--- config.mk ---
export PLATFORM = sky130hd
export DESIGN_NAME = dcache_load_port_arbiter
export DESIGN_NICKNAME = d
export VERILOG_FILES = /design/src/rtl/dcache_load_port_arbiter.sv
export SDC_FILE = /design/constraint.sdc
export NUM_CORES = 1
export LEC_CHECK = 0
export ABC_CLOCK_PERIOD_IN_PS = 7000
export BUFFER_PORTS_ARGS = -buffer_cell sky130_fd_sc_hd__clkbuf_2
export CORE_AREA = 2 2 133 135
export CTS_BUF_LIST = sky130_fd_sc_hd__clkbuf_2
export DETAILED_ROUTE_END_ITERATION = 12
export DIE_AREA = 0 0 135 137
export GPL_TIMING_DRIVEN = 0
export SLEW_MARGIN = 20
export SYNTH_ARGS = -nofsm -noshare
export SYNTH_HDL_FRONTEND = slang
export SYNTH_SLANG_ARGS = --single-unit
--- constraint.sdc ---
create_clock -name clk -period 7 [get_ports clk]
set_input_delay 1.4 -clock clk [delete_from_list [all_inputs] [get_ports clk]]
set_output_delay 1.4 -clock clk [all_outputs]
set_load 0.01 [all_outputs]
--- src/rtl/dcache_load_port_arbiter.sv ---
`default_nettype none
// +--------------------------------------------------------------------------+
// | dcache_load_port_arbiter                                                 |
// | Shares one dcache load port between the CPU load unit and the prefetcher.|
// | Revision: 1.0                                                            |
// +--------------------------------------------------------------------------+

package dcache_lpa_pkg;
    typedef struct packed {
        logic [11:0] address_index;
        logic [19:0] address_tag;
        logic [31:0] data_wdata;
        logic        data_req;
        logic        data_we;
        logic [3:0]  data_be;
        logic [1:0]  data_size;
        logic        kill_req;
        logic        tag_valid;
    } dcache_req_i_t;

    typedef struct packed {
        logic        data_gnt;
        logic        data_rvalid;
        logic [31:0] data_rdata;
    } dcache_req_o_t;
endpackage

module dcache_load_port_arbiter
    import dcache_lpa_pkg::*;
#(
    parameter int MaxOutstanding = 2,
    parameter int PfStarveLimit  = 16
) (
    input  logic          clk,
    input  logic          rst,
    input  dcache_req_i_t cpu_req_i,
    output dcache_req_o_t cpu_rsp_o,
    input  dcache_req_i_t pf_req_i,
    output dcache_req_o_t pf_rsp_o,
    output dcache_req_i_t cache_req_o,
    input  dcache_req_o_t cache_rsp_i,
    input  logic          pf_enable_i,
    output logic [15:0]   pf_grant_cnt_o,
    output logic          proto_err_o
);
    localparam int c_ptr_w = (MaxOutstanding > 1) ? $clog2(MaxOutstanding) : 1;
    localparam int c_cnt_w = $clog2(MaxOutstanding + 1);
    localparam logic [c_cnt_w-1:0] c_max_cnt      = c_cnt_w'(MaxOutstanding);
    localparam logic [c_ptr_w-1:0] c_last_ptr     = c_ptr_w'(MaxOutstanding - 1);
    localparam logic [15:0]        c_starve_limit = 16'(PfStarveLimit);
    localparam bit                 c_guard_on     = (PfStarveLimit != 0);

    localparam logic [1:0] c_own_none = 2'd0;
    localparam logic [1:0] c_own_cpu  = 2'd1;
    localparam logic [1:0] c_own_pf   = 2'd2;

    // Each FIFO entry records the owner of an outstanding read: 1 = prefetcher.
    logic               fifo_q [MaxOutstanding];
    logic               fifo_d [MaxOutstanding];
    logic [c_ptr_w-1:0] wr_ptr_q, wr_ptr_d, rd_ptr_q, rd_ptr_d;
    logic [c_cnt_w-1:0] cnt_q, cnt_d;
    logic [1:0]         tag_owner_q, tag_owner_d;
    logic [15:0]        starve_q, starve_d;
    logic [15:0]        pf_cnt_q, pf_cnt_d;
    logic               err_q, err_d;

    logic       w_pop, w_full, w_pf_cand, w_gnt, w_pf_gnt;
    logic [1:0] w_winner;
    logic       w_unused_pf;

    assign w_unused_pf = ^{pf_req_i.data_we, pf_req_i.data_wdata};

    function automatic logic [c_ptr_w-1:0] ptr_inc(input logic [c_ptr_w-1:0] p);
        return (p == c_last_ptr) ? '0 : p + 1'b1;
    endfunction

    always_comb begin
        w_pop     = cache_rsp_i.data_rvalid && (cnt_q != '0);
        w_full    = (cnt_q == c_max_cnt);
        w_pf_cand = pf_req_i.data_req && pf_enable_i;
        w_winner  = c_own_none;
        // A pop in the same cycle frees a slot, so a full FIFO may still grant.
        if (!(w_full && !w_pop)) begin
            if (c_guard_on && (starve_q >= c_starve_limit) && w_pf_cand) begin
                w_winner = c_own_pf;
            end else if (cpu_req_i.data_req) begin
                w_winner = c_own_cpu;
            end else if (w_pf_cand) begin
                w_winner = c_own_pf;
            end
        end
        w_gnt    = (w_winner != c_own_none) && cache_rsp_i.data_gnt;
        w_pf_gnt = w_gnt && (w_winner == c_own_pf);
    end

    always_comb begin
        cache_req_o = '0;
        if (w_winner == c_own_cpu) begin
            cache_req_o.data_req      = 1'b1;
            cache_req_o.address_index = cpu_req_i.address_index;
            cache_req_o.data_wdata    = cpu_req_i.data_wdata;
            cache_req_o.data_be       = cpu_req_i.data_be;
            cache_req_o.data_size     = cpu_req_i.data_size;
            cache_req_o.data_we       = cpu_req_i.data_we;
        end else if (w_winner == c_own_pf) begin
            cache_req_o.data_req      = 1'b1;
            cache_req_o.address_index = pf_req_i.address_index;
            cache_req_o.data_be       = pf_req_i.data_be;
            cache_req_o.data_size     = pf_req_i.data_size;
        end
        if (tag_owner_q == c_own_cpu) begin
            cache_req_o.tag_valid   = cpu_req_i.tag_valid;
            cache_req_o.address_tag = cpu_req_i.address_tag;
            cache_req_o.kill_req    = cpu_req_i.kill_req;
        end else if (tag_owner_q == c_own_pf) begin
            cache_req_o.tag_valid   = pf_req_i.tag_valid;
            cache_req_o.address_tag = pf_req_i.address_tag;
            cache_req_o.kill_req    = pf_req_i.kill_req;
        end
    end

    always_comb begin
        cpu_rsp_o          = '0;
        pf_rsp_o           = '0;
        cpu_rsp_o.data_gnt = w_gnt && (w_winner == c_own_cpu);
        pf_rsp_o.data_gnt  = w_pf_gnt;
        if (w_pop) begin
            if (fifo_q[rd_ptr_q]) begin
                pf_rsp_o.data_rvalid = 1'b1;
                pf_rsp_o.data_rdata  = cache_rsp_i.data_rdata;
            end else begin
                cpu_rsp_o.data_rvalid = 1'b1;
                cpu_rsp_o.data_rdata  = cache_rsp_i.data_rdata;
            end
        end
    end

    always_comb begin
        fifo_d   = fifo_q;
        wr_ptr_d = wr_ptr_q;
        rd_ptr_d = rd_ptr_q;
        cnt_d    = cnt_q;
        if (w_gnt) begin
            fifo_d[wr_ptr_q] = (w_winner == c_own_pf);
            wr_ptr_d         = ptr_inc(wr_ptr_q);
        end
        if (w_pop) begin
            rd_ptr_d = ptr_inc(rd_ptr_q);
        end
        if (w_gnt && !w_pop) begin
            cnt_d = cnt_q + 1'b1;
        end else if (w_pop && !w_gnt) begin
            cnt_d = cnt_q - 1'b1;
        end
        tag_owner_d = w_gnt ? w_winner : c_own_none;
        if (w_pf_cand && !w_pf_gnt) begin
            starve_d = (starve_q == 16'hFFFF) ? starve_q : starve_q + 16'd1;
        end else begin
            starve_d = '0;
        end
        pf_cnt_d = (w_pf_gnt && (pf_cnt_q != 16'hFFFF)) ? pf_cnt_q + 16'd1 : pf_cnt_q;
        err_d    = err_q || (cache_rsp_i.data_rvalid && (cnt_q == '0));
    end

    always_ff @(posedge clk) begin
        if (rst) begin
            fifo_q      <= '{default: 1'b0};
            wr_ptr_q    <= '0;
            rd_ptr_q    <= '0;
            cnt_q       <= '0;
            tag_owner_q <= c_own_none;
            starve_q    <= '0;
            pf_cnt_q    <= '0;
            err_q       <= 1'b0;
        end else begin
            fifo_q      <= fifo_d;
            wr_ptr_q    <= wr_ptr_d;
            rd_ptr_q    <= rd_ptr_d;
            cnt_q       <= cnt_d;
            tag_owner_q <= tag_owner_d;
            starve_q    <= starve_d;
            pf_cnt_q    <= pf_cnt_d;
            err_q       <= err_d;
        end
    end

    assign pf_grant_cnt_o = pf_cnt_q;
    assign proto_err_o    = err_q;

endmodule
`default_nettype wire

# [Word level (Yosys, flattened, before mapping)]
# Cells that the tools add are included.
[totals] reg_bits=41 inputBits=185 out_inout_bits=159 wordCells=83
[classes] addsub=6 order_cmp=4 eq_ne=7 muxes=30 bitwise_logic=4 reduce_logical=23
[op_table] cell="$mux 33" count=4
[op_table] cell="$mux 20" count=2
[op_table] cell="$add 16x1->16 const B" count=2
[op_table] cell="$mux 32" count=1
[op_table] cell="$mux 12" count=2
[op_table] cell="$eq 16x16->1 const B" count=1
[op_table] cell="$ge 16x5->1 const B" count=1
[op_table] cell="$mux 2" count=8
[op_table] cell="$ne 16x16->1 const B" count=1
[op_table] cell="$logic_and 1x1->1" count=13
[op_table] cell="$mux 6" count=2
[op_table] cell="$mux 1" count=9
[op_table] cell="$eq 2x2->1 const B" count=3
[op_table] cell="$reduce_bool 2->1" count=3
[op_table] cell="$eq 2x1->1 const B" count=2
[op_table] cell="$ge 2x2->1 const B" count=2
[op_table] cell="$not 1->2" count=2
[op_table] cell="$reduce_or 2->1" count=2
[op_table] cell="$logic_not 1->1" count=3
[op_table] cell="$add 1x1->1 const B" count=2
[op_table] cell="$add 2x1->2 const B" count=1
[op_table] cell="$bwmux 2" count=1
[op_table] cell="$logic_not 2->1" count=1
[op_table] cell="$lt 2x1->1 const B" count=1
[op_table] cell="4 further kinds" count=5

# [Logic depth before layout (Yosys ltp)]
# Gate-level depths: netlist of the first run.
[depth] ltp_word=12 depth_mapped=10 mapped_depth_nobuf=10

# [Least setup slack after synthesis of the first run]
# No wires, ideal clock.
[synth_path] path_kind="input to output" startpoint="in cache_rsp_i[32] (netlist name)" endpoint="out cache_req_o[2] (netlist name)" arrival_time_ns=3.120 required_time_ns=5.600 slack_ns=2.480 cell_stages=10 n_path_buf=3 cell_sequence="nor3b_1 > nor2b_1 > o21ai_0 > inv_1 > ha_1 > clkbuf_1 > nor2b_1 > clkbuf_1 > clkbuf_1 > a22o_1"
[synth_rtl] item="start, declared" line_no="41" rtl="input dcache_req_o_t cache_rsp_i,"
[synth_rtl] item="end, declared" line_no="40" rtl="output dcache_req_i_t cache_req_o,"

==> results of run 1 <==
==> routing by layer <==
| layer | track usage (%) | vias to the layer above | wire length, um |
|---|---|---|---|
| met3 | 9.59 | 7 | 2480 |
| li1 | - | 2130 | - |
| met4 | 1.39 | 2 | 45 |
| met2 | 21.5 | 193 | 6490 |
| met1 | 22.0 | 1961 | 7240 |
| met5 | 0 | - | 13 |
==> where the power goes <==
part / total, W / internal, W / switching [W]
registers: 0.000255 / 0.000245 / 0.0000105
logic: 0.000317 / 0.000143 / 0.000173
clock network: 0.000182 / 0.0000955 / 0.0000865
total: 0.000754 / 0.000483 / 0.000270
==> cell type report <==
type / count / area (um2)
multi-input combinational: 332 / 2220
clock inverter: 3 / 65.1
clock buffer: 5 / 25.0
buffer: 27 / 115
sequential: 41 / 821
fill: 1850 / 11900
tap: 225 / 282
inverter: 10 / 37.5
antenna: 1 / 2.50
timing repair buffer: 310 / 1550
==> stage by stage <==
stage / std cells / utilization, %
global placement: 945 / 29.5
global route: 953 / 30.0
detailed placement: 945 / 29.5
CTS: 953 / 30.0
floorplan: 410 / -
finish: 954 / 30.0
==> worst register-to-register path, cell delays in order, from the launching register on <==
cell and delay (ns):
dfxtp_1 0.40, nor4_1 0.33, and3_1 0.24, o21ai_0 0.19, ha_1 0.35, nand3b_2 0.22, inv_2 0.11, or3_1 0.38
clkbuf_1 0.28, a211oi_1 0.25
==> synth_stat cells (2+ instances only) <==
| library cell | count | share of area, % |
|---|---|---|
| a2111o_1 | 2 | 0.70 |
| a211oi_1 | 4 | 0.94 |
| a21oi_1 | 21 | 3.3 |
| a22o_1 | 39 | 11 |
| a31oi_1 | 7 | 1.4 |
| and2_1 | 99 | 19 |
| and3_1 | 6 | 1.2 |
| and4_1 | 4 | 1.1 |
| buf_2 | 2 | 0.31 |
| clkbuf_1 | 22 | 2.6 |
| dfxtp_1 | 41 | 26 |
| ha_1 | 7 | 2.7 |
| inv_1 | 9 | 1.1 |
| nand2_1 | 19 | 2.2 |
| nand3_1 | 12 | 1.9 |
| nand4_1 | 7 | 1.4 |
| nor2_1 | 15 | 1.8 |
| nor2b_1 | 6 | 1.2 |
| nor3_1 | 12 | 1.9 |
| nor3b_1 | 2 | 0.47 |
| nor4_1 | 6 | 1.2 |
| nor4_2 | 2 | 0.78 |
| o21ai_0 | 17 | 2.7 |
| o21bai_1 | 2 | 0.47 |
| o31ai_1 | 5 | 1.2 |
| o41ai_1 | 2 | 0.55 |
| or3_1 | 9 | 1.8 |
| or4_1 | 6 | 1.4 |
| xor2_1 | 3 | 0.82 |
==> layout by cell type, fill, tap and decap left out, types with 3 or more instances in the layout <==
master and count:
clkbuf_2 315, and2_1 99, dfxtp_1 41, a22o_1 39
clkbuf_1 22, a21oi_1 21, nand2_1 19, o21ai_0 17
nor2_1 15, nand3_1 12, nor3_1 12, inv_1 9
or3_1 9, nand4_1 7, a31oi_1 7, ha_1 7
nor4_1 6, and3_1 6, nor2b_1 6, or4_1 6
o31ai_1 5, and4_1 4, a211oi_1 4, xor2_1 3
==> worst max path at each step <==
stage / start / to / cells past startpoint
5_1_grt: pf_req_i[9] / cache_req_o[4] / 11
6_report: cache_rsp_i[32] / cache_req_o[69] / 12
3_5_place_dp: pf_req_i[9] / cache_req_o[2] / 11
4_1_cts: pf_req_i[9] / cache_req_o[2] / 11
3_3_place_gp: pf_req_i[9] / cache_req_o[2] / 11
2_1_floorplan: cache_rsp_i[32] / cache_req_o[2] / 10
==> logic make-up (layout without fill, tap and decap cells) <==
logic type | count (synthesis) | in the layout | synth area share, %
simple gates | 217 | 217 | 42.2
compound gates | 102 | 102 | 22.7
flops | 41 | 41 | 25.7
buf+inv | 37 | 355 | 4.77
fa+ha+maj | 7 | 7 | 2.74
xor+xnor | 4 | 4 | 1.10
mux | 2 | 2 | 0.783
other cells | 0 | 1 | 0
==> registers in the layout (all words and copies together) (netlist names) <==
name and flops:
pf_grant_cnt_o 16, rd_ptr_q 1, proto_err_o 1, wr_ptr_q 1
cnt_q 2, fifo_q 2, starve_q 16, tag_owner_q 2
==> results.json, run 1 <==
{
  "status": "finished clean",
  "synth_area_um2": 3200,
  "worst_slack_ns": 1.77,
  "gp_congestion": 0.829,
  "hold_buffers": 0,
  "peakVddDrop_v": 0.0000925,
  "p_per_area_nw_per_um2": 147,
  "vias_per_cell": 4.50,
  "drtIter0Drc": 215,
  "htreeDepth": 2,
  "grt_pass1_wl_mm": 21.8,
  "port_buffers": 310,
  "ys_warn_count": 0,
  "hp-start": "fifo_q[0]$_SDFFE_PP0P_",
  "cts.sinks": 41,
  "vias": 4293,
  "cts_setup_buffers": 0,
  "synth_nets": 602,
  "min_path_type": "flop to flop",
  "rsz0062_at_grt": "false",
  "synth-seq-area-share_pct": 25.7,
  "required_ns": 5.60,
  "worstSetupPathType": "primary input to output pin",
  "drtAntennaViolNets": 0,
  "drc": 0,
  "worst_hold_path.endpoint": "fifo_q[0]$_SDFFE_PP0P_",
  "r2r-end": "starve_q[12]$_SDFFE_PP0P_",
  "tritoncts": "done",
  "dieArea_um2": 18500,
  "worst_pin_slew_ns": 0.588,
  "slew_headroom_pct": 60.6,
  "routedWlPerCell_um": 17.0,
  "setup_viol_count_final": 0,
  "cts_resized": 0,
  "slew_violations": 0,
  "yosysUniqueCellTypes": 51,
  "rrSetupSlack_ns": 4.17,
  "finClkSkew_ns": 0.0464,
  "slowest_stage": "clkbuf_1",
  "grt_max_degree": 14,
  "finalPower_w": 0.000754,
  "track_usage_pct": 15.9,
  "async_reset_ff_share_pct": 0,
  "p_leak_nw": 2.57,
  "worstSkewPairLatency_ns": 0.44,
  "dieHeight_um": 137,
  "layout.nets": 919,
  "critPathMostFrequentCell": "clkbuf_1",
  "reg2reg_from": "starve_q[12]$_SDFFE_PP0P_",
  "cts_buffers": 5,
  "arrival_ns": 3.83,
  "finalCritPeriodShare_pct": 74.7,
  "cp_max_fo": 10,
  "fin_area_um2": 5120,
  "avgSynthCellArea_um2": 7.80,
  "num_io_pins": 344,
  "floorplan.initialDensity_pct": 18.7,
  "worst_setup_path_start_kind": "primary input",
  "dp_slack_ns": 1.72,
  "reg2reg_depth": 9,
  "path_cells": "clkbuf_2 > nor3b_1 > nor2b_1 > o21ai_0 > inv_1 > ha_1 > clkbuf_1 > nor2b_1 > clkbuf_1 > clkbuf_1 > a22o_1 > clkbuf_2",
  "hold_viol": 0,
  "area_delta_synth_final_pct": 60.2,
  "critPathTopFamily": "buffers and inverters",
  "antenna_found_initial": 2,
  "yosys_register_bits": 41,
  "drive_above_1_share_pct": 46.0,
  "cts-root-buf": "clkbuf_2",
  "max_stage_delay_ns": 0.42,
  "synthCells": 410,
  "cap_violations": 0,
  "ys.flop_type": "dfxtp_1",
  "layout_min_cycle_time_ns": 5.23,
  "wl_mm": 16.3,
  "die_w_um": 135,
  "whs_ns": 0.474,
  "fp-row-count": 48,
  "synth-edff-count": 0,
  "path_buf_inv": 6,
  "place_hpwl_mm": 14.2,
  "fin_tns_setup_ns": 0,
  "hold_path_depth": 2,
  "fmax_ghz": 0.191,
  "dpl_cell_area_um2": 5030,
  "end_kind": "output pin",
  "core-area_um2": 17100,
  "firstDrtPassIters": 4,
  "clk_pin_slew_worst_paths_ns": 0.22,
  "grt_pass1_vias": 3759,
  "cts_buffer_depth": 2,
  "overflow": 0
}
No activity file was read; power rests on OpenSTA's default activity.
==> run 2, diff against run 1 <==
ABC_AREA = 1   (was not set)
ABC_CLOCK_PERIOD_IN_PS = 4780   (was 7000)
CORE_AREA = 2 2 134 136   (was 2 2 133 135)
DIE_AREA = 0 0 136 138   (was 0 0 135 137)
clock period = 4.78 ns   (was 7 ns; I/O delays follow)
==> results.json, run 2 <==
{
  "path_cells": "inv_1 > nand4_1 > nor2_1 > nand2_1 > o21ai_0 > ha_1 > clkbuf_1 > clkinv_1 > clkbuf_1 > nand3_1 > nand2_1 > clkbuf_2",
  "finalCritPeriodShare_pct": 87.5,
  "swShare_pct": 44.8,
  "track_usage_pct": 16.2,
  "cts_resized": 0,
  "hp-start": "fifo_q[0]$_SDFFE_PP0P_",
  "wl_mm": 16.1,
  "status": "finished clean",
  "cts_buffers": 5,
  "synth_top_area_cell": "dfxtp_1",
  "yosys_register_bits": 41,
  "drc": 0,
  "worst_pin_slew_ns": 0.676,
  "synthTopCellsByArea": "dfxtp_1 23%, nand2_1 17%, inv_1 15%",
  "worst_setup_path_start_kind": "flop",
  "critPathTopFamily": "buffers and inverters",
  "p_per_area_nw_per_um2": 199,
  "async_reset_ff_share_pct": 0,
  "routedWlPerCell_um": 13.3,
  "multiInputGateArea_um2": 2090,
  "cap_violations": 0,
  "synth_nets": 857,
  "drtAntennaViolNets": 0,
  "most-common-layout-cells": "314 x clkbuf_2, 166 x nand2_1, 140 x inv_1, 113 x nor2_1, 57 x nand3_1",
  "fillerInstances": 2001,
  "fp-row-count": 49,
  "hold_viol": 0,
  "vias": 5060,
  "pwr-share-clk_pct": 14.3,
  "dieArea_um2": 18800,
  "p_leak_nw": 3.34,
  "yosysMostFrequentCell": "nand2_1",
  "slew_headroom_pct": 54.9,
  "num_io_pins": 344,
  "ys.flop_type": "dfxtp_1",
  "hold_path_depth": 2,
  "core-area_um2": 17500,
  "tritoncts": "done",
  "fin_tns_setup_ns": 0,
  "cp_max_fo": 10,
  "p_comb_share_pct": 51.9,
  "drtIter0Drc": 202,
  "grt_pass1_vias": 4515,
  "synth_top_cell_area_share_pct": 22.8,
  "layout.nets": 1173,
  "cts.sinks": 41,
  "vias_per_cell": 4.17,
  "path_buf_inv": 5,
  "worstSkewPairLatency_ns": 0.42,
  "ys_warn_count": 0,
  "cts-root-buf": "clkbuf_2",
  "worstSetupPathType": "flop to output pin",
  "min_path_type": "flop to flop",
  "peakVddDrop_v": 0.0000862,
  "port_buffers": 309,
  "final_common_cell": "clkbuf_2",
  "gp_congestion": 0.934,
  "firstDrtPassIters": 4,
  "synth_top_cells_by_count": "166 x nand2_1, 140 x inv_1, 113 x nor2_1",
  "end_kind": "output pin",
  "power_frac_seq_pct": 33.8,
  "area_delta_synth_final_pct": 52.1,
  "place_hpwl_mm": 13.9,
  "switchingPower_w": 0.000488,
  "cts_buffer_depth": 2,
  "yosysUniqueCellTypes": 30,
  "reg2reg_from": "starve_q[12]$_SDFFE_PP0P_",
  "synth-seq-area-share_pct": 22.8,
  "die_w_um": 136,
  "dieHeight_um": 138,
  "finClkSkew_ns": 0.0153,
  "slew_violations": 0,
  "rrSetupSlack_ns": 2.42,
  "slowest_stage": "clkinv_1",
  "max_stage_delay_ns": 0.40,
  "cts_setup_buffers": 0,
  "hold_buffers": 0,
  "arrival_ns": 3.23,
  "avgSynthCellArea_um2": 5.41,
  "setup_viol_count_final": 0,
  "utilization_pct": 31.2,
  "required_ns": 3.82,
  "antenna_found_initial": 1,
  "synth_area_um2": 3600,
  "ff_latch_area_um2": 821,
  "rsz0062_at_grt": "false",
  "synth-edff-count": 0,
  "floorplan.initialDensity_pct": 20.5,
  "grt_pass1_wl_mm": 23.9,
  "htreeDepth": 2,
  "overflow": 0,
  "layout_min_cycle_time_ns": 4.18,
  "fmax_ghz": 0.239,
  "internal_power_w": 0.000601,
  "drive_above_1_share_pct": 36.4,
  "reg2reg_depth": 12,
  "grt_max_degree": 13,
  "clk_pin_slew_worst_paths_ns": 0.22,
  "synthCells": 665,
  "r2r-end": "cnt_q[1]$_SDFFE_PP0P_",
  "worst_hold_path.endpoint": "fifo_q[0]$_SDFFE_PP0P_"
}
## run 2: worst max-delay path by stage
stage                         startpoint        endpoint  slack, ns  depth (start not counted)
5_1_grt         starve_q[9]$_SDFFE_PP0P_   cpu_rsp_o[33]       0.09                         11
3_5_place_dp             cache_rsp_i[32]  cache_req_o[6]       0.51                         13
6_report       starve_q[12]$_SDFFE_PP0P_  cache_req_o[6]       0.60                         12
4_1_cts        starve_q[12]$_SDFFE_PP0P_  cache_req_o[6]       0.44                         12
3_3_place_gp             cache_rsp_i[32]  cache_req_o[6]       0.55                         13
2_1_floorplan            cache_rsp_i[32]   cpu_rsp_o[33]       1.43                         10
## run 2: cells by family after synthesis
group / synth area share (%)
compound gates: 10.9
xor+xnor: 1.70
fa+ha+maj: 2.43
buf+inv: 19.0
flops: 22.8
simple gates: 43.1
## run 2: area by class of cell
type	instances	area share (%)
antenna	1	0.0457
buffer	27	2.45
clock buffer	5	0.457
clock inverter	3	0.229
inverter	146	10.1
multi-input combinational	451	38.2
sequential	41	15.0
tap	229	5.24
timing repair buffer	309	28.3
## run 2: power groups by stage
stage	sequential (W)	combinational, W	clock (W)
floorplan	0.000375	0.000295	0
global placement	0.000375	0.000568	0
detailed placement	0.000376	0.000569	0
CTS	0.000369	0.000572	0.000162
global route	0.000372	0.000636	0.000175
finish	0.000369	0.000565	0.000156
## run 2: layer usage
metal | up-vias | share of wire (%) | track usage, %
met5 | - | 0 | 0
met2 | 242 | 44 | 26.0
met4 | 0 | 1.5 | 3.02
met1 | 2175 | 40 | 19.3
met3 | 16 | 14 | 8.62
li1 | 2627 | - | -
## run 2: per-stage QoR
| stage | setup slack (ns) | hold WS, ns | cells | power (W) | cell area, um2 |
|---|---|---|---|---|---|
| finish | 0.599 | 0.470 | 1212 | 0.00109 | 5470 |
| global route | 0.0852 | 0.501 | 1212 | 0.00118 | 5470 |
| CTS | 0.440 | 0.480 | 1211 | 0.00110 | 5470 |
| detailed placement | 0.507 | 0.454 | 1203 | 0.000945 | 5430 |
| global placement | 0.546 | 0.451 | 1203 | 0.000943 | 5430 |
| floorplan | 1.43 | 0.429 | 665 | 0.000670 | 3600 |
## run 2: worst min-delay path, cell delays in order (launching register included)
cell and delay (ns):
dfxtp_1 0.35, inv_1 0.06, a21oi_1 0.05
